--- config.mk ---
export PLATFORM = sky130hd
export DESIGN_NAME = cpu_mem_arbiter
export DESIGN_NICKNAME = d
export VERILOG_FILES = /design/src/rtl/cpu_mem_arbiter_pkg.sv /design/src/rtl/cpu_mem_arbiter.sv
export SDC_FILE = /design/constraint.sdc
export NUM_CORES = 1
export LEC_CHECK = 0
export ABC_AREA = 1
export CAP_MARGIN = 0
export CORE_MARGIN = 5
export CORE_UTILIZATION = 33
export DETAILED_ROUTE_END_ITERATION = 16
export GPL_TIMING_DRIVEN = 0
export MAX_ROUTING_LAYER = met4
export PLACE_DENSITY = 0.9
export SYNTH_ARGS = -nofsm -noshare
export SYNTH_HDL_FRONTEND = slang
export SYNTH_SLANG_ARGS = --single-unit
--- constraint.sdc ---
create_clock -name clk -period 4.16 [get_ports clk]
set_input_delay 1.04 -clock clk [delete_from_list [all_inputs] [get_ports clk]]
set_output_delay 1.04 -clock clk [all_outputs]
set_load 0.02 [all_outputs]
--- src/rtl/cpu_mem_arbiter_pkg.sv ---
// rtl/cpu_mem_arbiter_pkg.sv - shared CPU types and constants for the memory arbiter
package cpu_mem_arbiter_pkg;

    localparam int AW_DEFAULT = 5;
    localparam int DW_DEFAULT = 8;

    localparam logic [2:0] PHASE_FETCH  = 3'd0;
    localparam logic [2:0] PHASE_RETIRE = 3'd7;

    typedef enum logic [1:0] {
        IDLE    = 2'd0,
        DBG_ACC = 2'd1,
        DBG_ACK = 2'd2
    } arb_state_t;

endpackage

--- src/rtl/cpu_mem_arbiter.sv ---
// rtl/cpu_mem_arbiter.sv - shares one memory port between the CPU and a debug/loader requester
module cpu_mem_arbiter
    import cpu_mem_arbiter_pkg::*;
#(
    parameter int AW = AW_DEFAULT,
    parameter int DW = DW_DEFAULT
) (
    input  logic          clk,
    input  logic          rst,
    input  logic [2:0]    cpu_phase,
    input  logic          cpu_halt,
    input  logic          cpu_rd,
    input  logic          cpu_wr,
    input  logic [AW-1:0] cpu_addr,
    input  logic [DW-1:0] cpu_wdata,
    output logic          cpu_stall,
    input  logic          dbg_req,
    input  logic          dbg_we,
    input  logic [AW-1:0] dbg_addr,
    input  logic [DW-1:0] dbg_wdata,
    output logic          dbg_ack,
    output logic [DW-1:0] dbg_rdata,
    output logic [AW-1:0] mem_addr,
    output logic [DW-1:0] mem_wdata,
    output logic          mem_rd,
    output logic          mem_wr,
    input  logic [DW-1:0] mem_rdata
);

    arb_state_t    state;
    logic          token;
    logic          token_eff;
    logic          grant;
    logic [DW-1:0] rdata_q;

    // A halted CPU never retires, so halt stands in for the token.
    assign token_eff = token | cpu_halt;
    assign grant     = !rst && (state == IDLE) && dbg_req && token_eff &&
                       ((cpu_phase == PHASE_FETCH) || cpu_halt);
    assign cpu_stall = !rst && (grant || (state != IDLE));
    assign dbg_ack   = !rst && (state == DBG_ACK);

    // Read data arrives during the ack cycle; forward it so it is valid with dbg_ack.
    assign dbg_rdata = (dbg_ack && !dbg_we) ? mem_rdata : rdata_q;

    always_comb begin
        mem_addr  = cpu_addr;
        mem_wdata = cpu_wdata;
        mem_rd    = cpu_rd;
        mem_wr    = cpu_wr;
        case (state)
            DBG_ACC: begin
                mem_addr  = dbg_addr;
                mem_wdata = dbg_wdata;
                mem_rd    = !dbg_we;
                mem_wr    = dbg_we;
            end
            DBG_ACK: begin
                mem_addr  = dbg_addr;
                mem_wdata = dbg_wdata;
                mem_rd    = 1'b0;
                mem_wr    = 1'b0;
            end
            default: ;
        endcase
        if (rst) begin
            mem_rd = 1'b0;
            mem_wr = 1'b0;
        end
    end

    always_ff @(posedge clk) begin
        if (rst) begin
            state   <= IDLE;
            token   <= 1'b1;
            rdata_q <= '0;
        end else begin
            case (state)
                IDLE:    if (grant) state <= DBG_ACC;
                DBG_ACC: state <= DBG_ACK;
                DBG_ACK: begin
                    state <= IDLE;
                    if (!dbg_we) rdata_q <= mem_rdata;
                end
                default: state <= IDLE;
            endcase

            if (cpu_halt)
                token <= 1'b1;
            else if (grant)
                token <= 1'b0;
            else if ((cpu_phase == PHASE_RETIRE) && !cpu_stall)
                token <= 1'b1;
        end
    end

endmodule

==> out/metrics.cfg <==
[timing]
max_freq_mhz=252.4
worst_pin_slew_ps=298.6
post-route-min-period_ps=3962
slew_headroom=0.8007
post-route-period-util=0.9525
rsz0062_at_grt=no
fin_setup_tns_ps=0
finalSetupViolCount=0
slew_violations=0
skew_ps=5.883
worst_slack_ps=197.6
hold_viol_final=0

[logic_synthesis]
syn_nets=183
synth-seq-cells=11
synth_ff_type=dfxtp_1
synth_common_cells=nand2_1, inv_1, o21ai_0
synth_enable_flop_cells=0
synth_cells=134
synthMostInstantiatedCell=nand2_1
synth_area_leaders=nand2_1, dfxtp_1, o21ai_0, ha_1, inv_1
synth_area_leader_cell=nand2_1
postSynthAreaPerCell_um2=5.883
synth_async_sr_flop_share=0
yosysWarnings=0
yosysSeqAreaShare=0.2794
ys_types=17
netlist.area_leader.share=0.2810
synth_area_um2=788.3

[global_routing]
grt_overflow_total=0
grt_antenna_before_repair=0
grt_pass1_wl_um=4174
track_usage=0.1601
grt_pass1_vias=1011
grt_max_degree=11

[worst_setup_path]
ff2ff_setup_slack_ps=2640
path_cells=clkdlybuf4s50_1 > nor2_1 > inv_2 > nor2_2 > buf_4 > nand2_1 > o21ai_0 > clkdlybuf4s50_1
path_delay_family=buffers and inverters
path_class=in2out
required_ps=3120
cp-start-kind=input port
worstPathMaxFanout=10
reg2reg_from=state[0]$_SDFFE_PP0N_
crit_path_top_delay_cell=clkdlybuf4s50_1
cp-end-kind=primary output
slowest_delay_ps=640
startpoint=dbg_we
cp_common_cell=clkdlybuf4s50_1
arrival_ps=2920
critPathBufInv=4

[hold_path]
hp-class=reg2reg
hp-start=rdata_q[1]$_SDFFE_PP0P_

[clock_tree]
root_buffer=clkbuf_4
clockBufferDepth=2
post_cts_buffers=0
clkTransAtPathRegs_ps=60
cts_tree=yes
cts_resized=0
htree_levels=1
cts.sinks=11
clk_latency_ps=280
cts_made_buffers=3
hold_buffers=0

[floorplanning]
start_util=0.3496
die_y_um=58.88
design.die.area_um2=3466
core_um2=2255
fp.dieW_um=58.88
fp-row-count=17
io_pins=69

[cells_and_area]
seq_area_um2=220.2
nets=255
fin_area_um2=1520
drive_gt1_frac=0.06829
nFillCells=179
multi_input_comb_area_um2=465.4
instances_no_fill=233
n_antenna_cell=0
area_growth_pct=92.86

[pwr]
power_leakage_nw=0.6719
power_mw=0.6114
power_density_nw_per_um2=402.2
vdd_drop_max_v=0.0003629

[flow_run]
maxCapViolCount=0

[outcome]
outcome=finished clean

[placement]
gp_congestion=0.7983
dpl.hpwl_um=2314
io_buffers=67
place_area_um2=1494
dp_cells=229
dp_slack_ps=218.6

[detailed_routing]
wirelength_um=2708
drt-initial-drc-count=96
post_drt_wl_per_cell_um=11.62
vias_per_cell=4.592
drt-pass1-iter-count=4
vias=1070
drt.antenna.violating_nets=0
route.detailed.drc=0

[state kept, by name, indices dropped and copies added, names as in the netlist]
signal and flops:
token 1, rdata_q 8, state 2
[metal layers]
layer,global-route usage,vias to the layer above,share of wire
li1,-,549,-
met1,0.1732,450,0.42
met2,0.2744,66,0.44
met3,0.04605,5,0.13
met4,0.06149,0,0.012
met5,-,-,0
[tightest hold or removal path, stage by stage (launching register included)]
cell and delay, ps:
dfxtp_1 300, inv_1 50, o21ai_0 70
[logic make-up (layout without fill, tap and decap cells)]
group / Yosys count / count (layout) / share of synthesized area
buf+inv: 23 / 94 / 0.1302
simple gates: 75 / 75 / 0.3841
compound gates: 20 / 20 / 0.1270
fa+ha+maj: 5 / 5 / 0.07937
flops: 11 / 11 / 0.2794
[through the flow]
step / util / hold slack [ps]
after CTS: 0.6743 / 477.6
final: 0.6743 / 471.9
after detailed placement: 0.6626 / 464.0
after global routing: 0.6743 / 499.2
after global placement: 0.6626 / 455.9
after floorplan: - / 445.4
[power breakdown]
group | internal (mW) | total [mW] | switching [mW]
Combinational | 0.193 | 0.417 | 0.224
Clock | 0.0372 | 0.0742 | 0.0370
Sequential | 0.114 | 0.120 | 0.00564
[area by class of cell]
cell class                      count  share of cell area
Buffer                              5             0.02140
Clock buffer                        4             0.01728
Inverter                           18             0.04609
Multi-Input combinational cell    100              0.3062
Sequential cell                    11              0.1449
Tap cell                           28             0.02305
Timing Repair Buffer               67              0.4412
[cells in the final DEF (no fill, tap or decap)]
| master | synthesis | layout |
|---|---|---|
| nor2_1 | 6 | 6 |
| inv_4 | 1 | 1 |
| buf_2 | 2 | 2 |
| o21ai_0 | 16 | 16 |
| buf_4 | 1 | 1 |
| clkbuf_4 | 0 | 3 |
| ha_1 | 5 | 5 |
| a21oi_1 | 4 | 4 |
| nand3_1 | 4 | 4 |
| dfxtp_1 | 11 | 11 |
| inv_1 | 16 | 16 |
| nand3b_1 | 1 | 1 |
| nand2_2 | 3 | 3 |
| clkbuf_1 | 1 | 2 |
| clkdlybuf4s50_1 | 0 | 67 |
| buf_6 | 1 | 1 |
| nor2_2 | 2 | 2 |
| nand2_1 | 59 | 59 |
| inv_2 | 1 | 1 |
[worst paths after layout]
kind	depth (start not counted)	endpoint
worst min register to register	2	rdata_q[1]$_SDFFE_PP0P_
worst max-delay path	8	dbg_rdata[6]
worst min-delay path	2	rdata_q[1]$_SDFFE_PP0P_
worst max register to register	9	rdata_q[5]$_SDFFE_PP0P_
Power figures use the tool's default switching activity.
